[src/rtl/udp_rx_frame_filter.sv]
// udp_rx_frame_filter: buffers each UDP RX payload, checks the magic byte, the
// length range and (optionally) a trailing XOR checksum, then replays the good
// payload bytes on a contiguous valid/data/length stream. Bad frames are dropped
// and counted.
// Build option: define UDP_FILTER_CHECKSUM_EN to make the last payload byte an
// XOR checksum that is verified and stripped. Without it every byte after the
// header is forwarded and no checksum is checked.
module udp_rx_frame_filter #(
   parameter logic [7:0] MAGIC     = 8'hA5,
   parameter int         BUF_DEPTH = 64,
   parameter int         MIN_LEN   = 3
) (
   input  logic        udp_rx_clk,
   input  logic        reset,
   input  logic        app_rx_data_valid,
   input  logic [7:0]  app_rx_data,
   input  logic [15:0] app_rx_data_length,
   output logic        out_data_valid,
   output logic [7:0]  out_data,
   output logic [15:0] out_data_length,
   output logic [15:0] frame_ok_cnt,
   output logic [15:0] frame_drop_cnt
);

   localparam int AW = $clog2(BUF_DEPTH);

`ifdef UDP_FILTER_CHECKSUM_EN
   // Header and trailing checksum are stripped.
   localparam logic [15:0] TRIM    = 16'd2;
   localparam logic [15:0] MIN_EFF = 16'(MIN_LEN);
`else
   // Only the header is stripped; one byte less is needed for a valid frame.
   localparam logic [15:0] TRIM    = 16'd1;
   localparam logic [15:0] MIN_EFF = 16'(MIN_LEN - 1);
`endif
   localparam logic [15:0] MAX_LEN = 16'(BUF_DEPTH);

   typedef enum logic [1:0] {IDLE, RECV, CHECK, SEND} state_t;

   state_t      state_q, state_d;
   logic [15:0] pos_q, pos_d;           // byte position inside the current input frame
   logic [15:0] len_q, len_d;           // length latched at the frame start byte
   logic        drop_pend_q, drop_pend_d; // current input frame was rejected at start
   logic [7:0]  csum_q, csum_d;
   logic        csum_ok_q, csum_ok_d;
   logic [15:0] snd_len_q, snd_len_d;   // number of bytes to replay
   logic [15:0] rd_addr_q, rd_addr_d;
   logic        out_vld_q, out_vld_d;
   logic [7:0]  out_data_q, out_data_d;
   logic [15:0] out_len_q, out_len_d;
   logic [15:0] ok_cnt_q, ok_cnt_d;
   logic [15:0] drop_cnt_q, drop_cnt_d;

   logic [7:0]  mem_q [BUF_DEPTH];
   logic          wr_en;
   logic [AW-1:0] wr_addr;
   logic [7:0]    wr_data;

   logic [15:0] cur_len;
   logic        in_start, in_end, len_ok, accept;
   logic        drop_trk, drop_chk;

   // Input tracker decode: frame start/end and the accept decision.
   always_comb begin
      cur_len  = (pos_q == 16'd0) ? app_rx_data_length : len_q;
      in_start = app_rx_data_valid && (pos_q == 16'd0);
      in_end   = app_rx_data_valid &&
                 ((cur_len <= 16'd1) || (pos_q == cur_len - 16'd1));
      // len<=1 is always rejected so an accepted frame never ends on its start byte.
      len_ok   = (cur_len > 16'd1) && (cur_len >= MIN_EFF) && (cur_len <= MAX_LEN);
      accept   = in_start && (state_q == IDLE) && len_ok && (app_rx_data == MAGIC);
   end

   // Next state for the tracker, the FSM, the replay path and the counters.
   always_comb begin
      state_d     = state_q;
      pos_d       = pos_q;
      len_d       = len_q;
      drop_pend_d = drop_pend_q;
      csum_d      = csum_q;
      csum_ok_d   = csum_ok_q;
      snd_len_d   = snd_len_q;
      rd_addr_d   = rd_addr_q;
      out_vld_d   = 1'b0;
      out_data_d  = out_data_q;
      out_len_d   = out_len_q;
      ok_cnt_d    = ok_cnt_q;
      wr_en       = 1'b0;
      wr_addr     = AW'(pos_q - 16'd1);
      wr_data     = app_rx_data;
      drop_trk    = 1'b0;
      drop_chk    = 1'b0;

      // Tracker runs regardless of FSM state so it stays aligned to frames.
      if (app_rx_data_valid) begin
         if (in_start) len_d = app_rx_data_length;
         if (in_end) begin
            pos_d       = 16'd0;
            drop_pend_d = 1'b0;
            drop_trk    = in_start ? !accept : drop_pend_q;
         end else begin
            pos_d = pos_q + 16'd1;
            if (in_start) drop_pend_d = !accept;
         end
      end

      case (state_q)
         IDLE: begin
            if (accept) begin
               state_d   = RECV;
               csum_d    = app_rx_data;
               snd_len_d = app_rx_data_length - TRIM;
            end
         end
         RECV: begin
            if (app_rx_data_valid) begin
               if (in_end) begin
                  state_d = CHECK;
`ifdef UDP_FILTER_CHECKSUM_EN
                  csum_ok_d = (app_rx_data == csum_q);
`else
                  wr_en     = 1'b1;
                  csum_ok_d = 1'b1;
`endif
               end else begin
                  wr_en  = 1'b1;
                  csum_d = csum_q ^ app_rx_data;
               end
            end
         end
         CHECK: begin
            if (csum_ok_q) begin
               state_d    = SEND;
               out_vld_d  = 1'b1;
               out_data_d = mem_q[0];
               out_len_d  = snd_len_q;
               rd_addr_d  = 16'd1;
            end else begin
               state_d  = IDLE;
               drop_chk = 1'b1;
            end
         end
         SEND: begin
            if (rd_addr_q == snd_len_q) begin
               state_d  = IDLE;
               ok_cnt_d = ok_cnt_q + 16'd1;
            end else begin
               out_vld_d  = 1'b1;
               out_data_d = mem_q[rd_addr_q[AW-1:0]];
               rd_addr_d  = rd_addr_q + 16'd1;
            end
         end
         default: state_d = IDLE;
      endcase

      // A tracker drop and a checksum drop can land in the same cycle.
      drop_cnt_d = drop_cnt_q + {15'd0, drop_trk} + {15'd0, drop_chk};
   end

   // FSM state register.
   always_ff @(posedge udp_rx_clk or posedge reset) begin
      if (reset) state_q <= IDLE;
      else       state_q <= state_d;
   end

   // Tracker, datapath, output and counter registers.
   always_ff @(posedge udp_rx_clk or posedge reset) begin
      if (reset) begin
         pos_q       <= '0;
         len_q       <= '0;
         drop_pend_q <= 1'b0;
         csum_q      <= '0;
         csum_ok_q   <= 1'b0;
         snd_len_q   <= '0;
         rd_addr_q   <= '0;
         out_vld_q   <= 1'b0;
         out_data_q  <= '0;
         out_len_q   <= '0;
         ok_cnt_q    <= '0;
         drop_cnt_q  <= '0;
      end else begin
         pos_q       <= pos_d;
         len_q       <= len_d;
         drop_pend_q <= drop_pend_d;
         csum_q      <= csum_d;
         csum_ok_q   <= csum_ok_d;
         snd_len_q   <= snd_len_d;
         rd_addr_q   <= rd_addr_d;
         out_vld_q   <= out_vld_d;
         out_data_q  <= out_data_d;
         out_len_q   <= out_len_d;
         ok_cnt_q    <= ok_cnt_d;
         drop_cnt_q  <= drop_cnt_d;
      end
   end

   // Payload buffer; contents are don't-care until written, so no reset.
   always_ff @(posedge udp_rx_clk) begin
      if (wr_en) mem_q[wr_addr] <= wr_data;
   end

   assign out_data_valid  = out_vld_q;
   assign out_data        = out_data_q;
   assign out_data_length = out_len_q;
   assign frame_ok_cnt    = ok_cnt_q;
   assign frame_drop_cnt  = drop_cnt_q;

endmodule

[config.mk]
export PLATFORM = sky130hd
export DESIGN_NAME = udp_rx_frame_filter
export DESIGN_NICKNAME = d
export VERILOG_FILES = /design/src/rtl/udp_rx_frame_filter.sv
export SDC_FILE = /design/constraint.sdc
export NUM_CORES = 1
export LEC_CHECK = 0
export CAP_MARGIN = 20
export CORE_MARGIN = 2
export CORE_UTILIZATION = 30
export DETAILED_ROUTE_END_ITERATION = 10
export PLACE_DENSITY = 0.56
export SLEW_MARGIN = 20
export SYNTH_ARGS = -nofsm -noshare
export SYNTH_HDL_FRONTEND = slang
export SYNTH_SLANG_ARGS = --single-unit
[constraint.sdc]
create_clock -name udp_rx_clk -period 14.75 [get_ports udp_rx_clk]
set_input_delay 2.95 -clock udp_rx_clk [delete_from_list [all_inputs] [get_ports udp_rx_clk]]
set_output_delay 2.95 -clock udp_rx_clk [all_outputs]
set_load 0.005 [all_outputs]
**Word-level counts from Yosys, hierarchy flattened**

Memories as Yosys holds them, arrays and structs flattened.
Index checks and enable logic that the tools add are counted.

- Word-level logic and storage cells: 83
- Bits in registers: 125
- Memories kept: 1
- Input port bits: 27
- Output and inout bits: 57
- Memory bits (writable): 512

- Reduce and logical (&&, ||, !) cells: 19
- $add $sub $neg: 8
- Multiplexer cells: 27
- Equality and inequality tests: 12
- Order comparisons: 4

Memories:

| name | words | bits a word | read ports | clocked after Yosys merged registers in | write ports | line | source |
|---|---|---|---|---|---|---|---|
| mem_q | 64 | 8 | 2 | 0 | 1 | 54 | `logic [7:0] mem_q [BUF_DEPTH];` |

Operators by type and width:

| kind | count |
|---|---|
| 16-bit two-way mux | 4 |
| 16-bit by 1-bit adder with 16-bit output, second input constant | 3 |
| 16-bit by 1-bit adder with 16-bit output | 2 |
| 16-bit == test | 2 |
| 16-bit one-hot mux with 2 select lines | 1 |
| 16-bit by 1-bit subtractor with 16-bit output, second input constant | 2 |
| 16-bit by 2-bit greater-or-equal comparator with 1-bit output, second input constant | 1 |
| 16-bit by 1-bit > comparator with 1-bit output, second input constant | 1 |
| 16-bit by 1-bit less-or-equal comparator with 1-bit output, second input constant | 1 |
| 16-bit by 7-bit less-or-equal comparator with 1-bit output, second input constant | 1 |
| 16-bit zero test | 1 |
| 8-bit two-way mux | 2 |
| 8-bit one-hot mux with 2 select lines | 1 |
| 1-bit two-way mux | 12 |
| 2-bit != test, second input constant | 6 |
| 2-bit two-way mux | 5 |
| 8-bit == test, second input constant | 1 |
| 2-bit one-hot mux with 4 select lines | 1 |
| 2-bit AND reduction | 4 |
| 1-bit logical AND | 7 |
| 3-bit AND reduction | 2 |
| 6-bit by 1-bit subtractor with 6-bit output, second input constant | 1 |
| 2-bit == test, second input constant | 2 |
| 4-bit AND reduction | 1 |
| other kinds (6) | 6 |

**Logic depth before layout (Yosys ltp)**

Gate-level depths: netlist of run 1.

- Depth after elaboration: 13
- Mapped depth: 25
- Depth with buffers taken out: 21

**Least setup slack after synthesis of run 1**

Ideal clock, no wire load.

- Kind: input to register
- From: in app_rx_data_length[6]
- To: reg drop_cnt_q[12], in the netlist frame_drop_cnt[12]
- Library setup time: 0.080 ns
- Stages on the path: 16
- Setup slack: 8.604 ns
- Buffers on the path: 1
- Required time: 14.670 ns
- Arrival time: 6.066 ns
- Cell sequence: clkbuf_1 > or4_1 > nor4_1 > nor3_1 > nor3_1 > a221oi_1 > o2111a_2 > a41oi_1 > nand2b_4 > nor3_1 > fa_1 > ha_1 > and2_1 > nor2b_1 > nand2_1 > xnor2_1

- Word-level cells in the longest chain between the ends: 12
- Elaborated cells between the ends (all ways): 19
- Classes of those cells: add/sub: 3; order compare: 4; eq/ne: 1; mux: 4; reduce/logical: 7

Ends and longest elaborated chain:

| element | line | source |
|---|---|---|
| start: declaration | 17 | `input logic [15:0] app_rx_data_length,` |
| 16-bit two-way mux * | 65 | `cur_len = (pos_q == 16'd0) ? app_rx_data_length : len_q;` |
| branches (longest 7 deep; another with 16-bit by 1-bit subtractor with 16-bit output) | -- |  |
| 1-bit two-way mux * | 97 | `if (in_end) begin` |
| 1-bit two-way mux * | 95 | `if (app_rx_data_valid) begin` |
| 16-bit by 1-bit adder with 16-bit output * (2 in series) | 157 | `drop_cnt_d = drop_cnt_q + {15'd0, drop_trk} + {15'd0, drop_chk};` |
| via drop_cnt_d[12] | 52 | `logic [15:0] drop_cnt_q, drop_cnt_d;` |
| end signal: assignment | 193 | `drop_cnt_q <= drop_cnt_d;` |
| end: declaration | 52 |  |

Mark *: on every way through the listed nets, which the timed path passes.
A chain may end at the register's enable or synchronous reset.

**Final worst setup path of run 1**

- From: in app_rx_data_length[0]
- To: reg drop_cnt_q[12], in the netlist frame_drop_cnt[12]

Same word-level chain as after synthesis.

==> results of run 1 <==
==> report_power, final <==
| part | internal, W | switching (W) |
|---|---|---|
| Combinational | 0.000162 | 0.000232 |
| Sequential | 0.00198 | 0.0000748 |
| Clock | 0.000959 | 0.000705 |
==> cell families after synthesis <==
kind of cell	Yosys count
mux	203
xor+xnor	101
flops	637
simple gates	402
buf+inv	100
compound gates	83
fa+ha+maj	10
==> per-stage QoR <==
step	instance area (sq um)	power, W	worst slack, ps
2_1_floorplan	26600	0.00235	8470
3_3_place_gp	28700	0.00247	7290
3_5_place_dp	28700	0.00248	7170
4_1_cts	30800	0.00415	7820
5_1_grt	30900	0.00427	7420
6_report	30900	0.00411	7780
==> synthesized netlist by cell type (2+ instances only) <==
cell       instances
edfxtp_1         512
mux4_2           168
nor2_1           153
dfrtp_1          125
nand2_1          107
xnor2_1           57
clkbuf_1          49
xor2_1            44
nand3_1           31
nand4_1           24
inv_1             22
o21ai_0           20
mux2_2            18
buf_1             17
nor3_1            17
mux2i_1           15
nor4_1            11
a21oi_1            9
a22oi_1            9
and3_1             9
ha_1               9
and4_1             7
or4_1              7
nor3b_1            6
nand2b_1           5
nor2b_1            5
o21a_1             5
a31oi_1            4
a32oi_1            4
buf_2              4
buf_6              4
o2111ai_1          4
or3_1              4
a211oi_1           3
buf_4              3
a211o_1            2
a41oi_1            2
and2_1             2
nand3b_1           2
o211a_1            2
o211ai_1           2
o21bai_1           2
o41ai_1            2
or2_2              2
==> path summary, 6_finish.rpt <==
check	startpoint	endpoint	cells past startpoint
min reg2reg	frame_ok_cnt[15]	frame_ok_cnt[15]	1
max	app_rx_data_length[0]	frame_drop_cnt[12]	17
max in group asynchronous	reset	rd_addr_q[2]	3
min in group asynchronous	reset	out_data_length[10]	2
max reg2reg	pos_q[0]	frame_drop_cnt[12]	21
min	frame_ok_cnt[15]	frame_ok_cnt[15]	1
==> metal layers <==
metal  routed length (um)  global-route usage  vias to the layer above
li1                     -                   -                     6210
met3                 3630              0.0271                       92
met4                 1100              0.0301                        0
met1                29300               0.205                     7439
met5                    0                   0                        -
met2                29300               0.214                      399
==> state kept, by name, indices dropped and copies added (netlist names) <==
name and count:
state_q 2, pos_q 16, snd_len_q 16, len_q 16
csum_ok_q 1, drop_pend_q 1, out_data 8, mem_q 512
out_data_length 16, rd_addr_q 16, frame_ok_cnt 16, out_data_valid 1
frame_drop_cnt 16
==> worst register-to-register path, stage by stage, from the launching register on <==
cell and delay [ps]:
dfrtp_1 530, inv_1 190, ha_1 350, or4b_1 580
nor4_4 300, buf_4 390, mux2i_1 440, ha_1 380
nand3_1 110, mux2i_1 500, o2111ai_1 200, o211a_1 180
o31ai_2 290, a41oi_1 240, nand2b_4 200, nor3_1 240
fa_1 400, ha_1 270, and2_1 230, nor2b_1 200
nand2_1 80, xnor2_1 130
==> layout make-up <==
type / count / area (sq um)
clock buffer: 82 / 1800
clock inverter: 38 / 350
fill: 8333 / 57200
inverter: 23 / 91.3
multi-input combinational: 799 / 7670
sequential: 637 / 18500
tap: 1165 / 1460
timing repair buffer: 106 / 983
==> flow_summary.toml, run 1 <==
[outcome]
outcome = "finished, final reports clean"

[clocking]
cts_hold_buf = 0
htreeDepth = 3
cts-buffers-inserted = 67
tritoncts = "yes"
clk-insertion-delay-late_ps = 610
clk_pin_slew_ps = 60
root_buffer = "clkbuf_16"
cts.sinks = 637
cts_setup_buffers = 0
cts_resized = 0
clk_path_buf_depth = 3

[sta]
relSlewSlack = 0.249
whs_ps = 474
fin_crit_sh = 0.473
rsz0062_at_grt = "no"
maxSlewViolCount = 0
max_freq_ghz = 0.143
fin_skew_ps = 25.3
hold_viol = 0
setup_violations = 0
period_minus_slack_ps = 6970
worstMarginPinSlew_ps = 1130
fin_setup_tns_ps = 0

[die]
start_util = 0.302
dieWidth_um = 302
die_area_sq_um = 91000
fp-row-count = 109
die_h_um = 302
core-area_sq_um = 88100
ios = 84

[synth]
ys_seq_area_frac = 0.696
yosys.area.top_type = "edfxtp_1"
synth_cell_types = 71
synth.mux.area_fraction = 0.157
avgSynthCellArea_sq_um = 17.3
yosys_warnings = 0
synthAdderAreaFrac = 0.00499
synthSimpleGateAreaFrac = 0.0707
synth_flop_cell = "edfxtp_1"
synth-edff-count = 512
synth_area_leaders = "edfxtp_1 (58%), mux4_2 (14%), dfrtp_1 (12%), nor2_1 (2.2%), xnor2_1 (1.9%)"
synth_nets = 1573
yosys.area.top_type_share = 0.578
ys_ff_latch = 637
synth_top_family_by_area = "multiplexers"
synth-compound-area-share = 0.0226
synthArstFlopShare = 0.196
synthXorXnorAreaFrac = 0.0333
synthCells = 1536
syn_area_sq_um = 26600

[placed_design]
hpwl_um = 39700
port_buffers = 83
place_inst = 2728
place_congestion = 0.824

[global_route]
grt_pass1_wl_um = 95000
grtUsageTotal = 0.139
grt_max_degree = 78
grt_pass1_vias = 14200
grt_overflow = 0
antenna_found_initial = 0

[route]
drtPass1Iterations = 5
avgViaCountPerCell = 4.96
wl_per_cell_um = 22.2
first_iter_violations = 1472
ant_nets = 0
vias = 14100
drc = 0
wirelength_um = 63300

[final_layout]
drive_gt1_frac = 0.198
final_cell_mix = "edfxtp_1 (512), mux4_2 (168), nor2_1 (153)"
mostFrequentLayoutCell = "edfxtp_1"
post-route-util = 0.350
num_antenna_cells = 0
final_cell_count_no_fill = 2850
nNetsFinal = 1671
area.growth.synth_to_final_pct = 16.1

[critical_path]
cp_cell_sequence = "clkdlybuf4s50_1, mux2i_1, ha_1, nand3_1, mux2i_1, o2111ai_1, o211a_1, o31ai_2, a41oi_1, nand2b_4, nor3_1, fa_1, ha_1, and2_1, nor2b_1, nand2_1, xnor2_1"
cp.arrival_ps = 7460
critPathKind = "in -> reg"
cpMaxStageDelayCell = "clkdlybuf4s50_1"
cp-start-kind = "input port"
worstPathRequired_ps = 15240
path_buf_inv = 1
crit_fanout = 6
crit_family = "adder cells"
endpoint_kind = "register"
slowest_delay_ps = 500
regToRegSetupSlack_ps = 8210

[power]
p_leak_nw = 10.2
powerDensity_nw_per_um2 = 133
vdd.ir_drop.worst_v = 0.0000880

[run]
drv_cap = 0

[worst_hold_path]
hold_class = "reg -> reg"
No activity file was read; power rests on OpenSTA's default activity.
==> run 2, diff against run 1 <==
==> constraint.sdc (replaced) <==
create_clock -name udp_rx_clk -period 7.1 [get_ports udp_rx_clk]
set_input_delay 1.42 -clock udp_rx_clk [delete_from_list [all_inputs] [get_ports udp_rx_clk]]
set_output_delay 1.42 -clock udp_rx_clk [all_outputs]
set_load 0.005 [all_outputs]
==> run 2 against run 1 <==
Via count down 0.66%. Hold slack worse by 2.6 ps. Power up 110%. Critical path depth up 3. Clock-buffer cell count up 9. First-iteration DRC count down 11%. Die area unchanged. Final area about the same. Critical path type is now reg -> reg.
==> flow_summary.toml, run 2 (same netlist as run 1, synthesis figures left out) <==
[sta]
period_minus_slack_ps = 6160
fin_ws_ps = 938
hold_viol = 0
rsz0062_at_grt = "no"
maxSlewViolCount = 0
fin_skew_ps = 19.4
max_freq_ghz = 0.162
relSlewSlack = 0.244
setup_violations = 0
worstMarginPinSlew_ps = 1130
fin_crit_sh = 0.868
fin_setup_tns_ps = 0

[route]
vias = 14000
wirelength_um = 61500
ant_nets = 0
wl_per_cell_um = 21.6
drc = 0
avgViaCountPerCell = 4.93
first_iter_violations = 1305
drtPass1Iterations = 5

[clocking]
root_buffer = "clkbuf_16"
cts_hold_buf = 0
cts.sinks = 637
cts-buffers-inserted = 67
htreeDepth = 3
clk_pin_slew_ps = 60
cts_resized = 0
clk_path_buf_depth = 3
cts_setup_buffers = 0
clk-insertion-delay-late_ps = 610
tritoncts = "yes"

[placed_design]
port_buffers = 83
place_ws_ps = 874
place_congestion = 0.819
place_inst = 2727
hpwl_um = 38100

[power]
vdd.ir_drop.worst_v = 0.000201
powerDensity_nw_per_um2 = 278
p_leak_nw = 10.2

[global_route]
grt_overflow = 0
antenna_found_initial = 1
grtUsageTotal = 0.136
grt_pass1_wl_um = 92600
grt_max_degree = 71
grt_pass1_vias = 14200

[critical_path]
path_buf_inv = 1
worst_path_most_repeated_cell = "ha_1"
endpoint_kind = "register"
crit_family = "simple AND/OR/NAND/NOR gates"
slowest_delay_ps = 560
r2r_start = "pos_q[0]"
cp_cell_sequence = "inv_1, ha_1, or4b_1, nor4_4, mux2i_1, ha_1, nand3_1, mux2i_1, o2111ai_1, o211a_1, o31ai_2, a41oi_1, nand2b_4, nor3_1, fa_1, ha_1, and2_1, nor2b_1, nand2_1, xnor2_1"
critPathKind = "reg -> reg"
setup.worst_path.start = "pos_q[0]"
cpMaxStageDelayCell = "or4b_1"
crit_fanout = 12
cp.arrival_ps = 6650
worstPathRequired_ps = 7590
cp-start-kind = "register"

[final_layout]
fillers = 8369
multi_input_area_sq_um = 7670
mostFrequentLayoutCell = "edfxtp_1"
largest-register = "mem_q"
nNetsFinal = 1668
post-route-util = 0.350
largest_register_ffs = 512
regArea_sq_um = 18500
num_antenna_cells = 0
final_cell_count_no_fill = 2848
final_cell_mix = "edfxtp_1 (512), mux4_2 (168), nor2_1 (153)"
area.growth.synth_to_final_pct = 16.2
drive_gt1_frac = 0.195

[die]
core-area_sq_um = 88100
die_area_sq_um = 91000
die_h_um = 302
fp-row-count = 109
dieWidth_um = 302
start_util = 0.302
ios = 84

[worst_hold_path]
hp-start = "frame_ok_cnt[15]"
hold_class = "reg -> reg"

[run]
drv_cap = 0

[outcome]
outcome = "finished, final reports clean"
run 2: path summary, 6_finish.rpt:
kind                                 endpoint  slack (ps)  depth (start not counted)
max                        frame_drop_cnt[12]         940                         20
min                          frame_ok_cnt[15]         470                          1
max reg2reg                frame_drop_cnt[12]         940                         20
min reg2reg                  frame_ok_cnt[15]         470                          1
max in group asynchronous            pos_q[5]        4610                          3
min in group asynchronous       snd_len_q[10]        1300                          2
run 2: power by group:
part / switching, W / internal, W
clock: 0.00145 / 0.00206
sequential: 0.000149 / 0.00411
combinational: 0.000486 / 0.000336
total: 0.00209 / 0.00650
run 2: through the flow:
| stage | total power, W | hold WS (ps) | cell area, sq um |
|---|---|---|---|
| 2_1_floorplan | 0.00488 | 468 | 26600 |
| 3_3_place_gp | 0.00514 | 457 | 28700 |
| 3_5_place_dp | 0.00516 | 464 | 28700 |
| 4_1_cts | 0.00868 | 472 | 30900 |
| 5_1_grt | 0.00892 | 491 | 30900 |
| 6_report | 0.00859 | 472 | 30900 |
run 2: routing by layer:
| layer | part of all wire | global-route usage | up-vias |
|---|---|---|---|
| met5 | 0 | 0 | - |
| met3 | 0.057 | 0.0307 | 84 |
| met4 | 0.019 | 0.0310 | 0 |
| li1 | - | - | 6196 |
| met2 | 0.46 | 0.207 | 406 |
| met1 | 0.46 | 0.197 | 7361 |
run 2: worst register-to-register path, stage by stage, from the launching register on:
cell and delay (ps):
dfrtp_1 520, inv_1 180, ha_1 370, or4b_1 560
nor4_4 460, mux2i_1 430, ha_1 390, nand3_1 100
mux2i_1 470, o2111ai_1 180, o211a_1 170, o31ai_2 270
a41oi_1 210, nand2b_4 190, nor3_1 240, fa_1 420
ha_1 280, and2_1 210, nor2b_1 180, nand2_1 80
xnor2_1 130
run 2: final cells by class:
class,count,share of cell area
timing repair buffer,103,0.0309
clock inverter,30,0.00972
multi-input combinational,799,0.249
sequential,637,0.599
tap,1165,0.0472
inverter,23,0.00296
clock buffer,91,0.0612
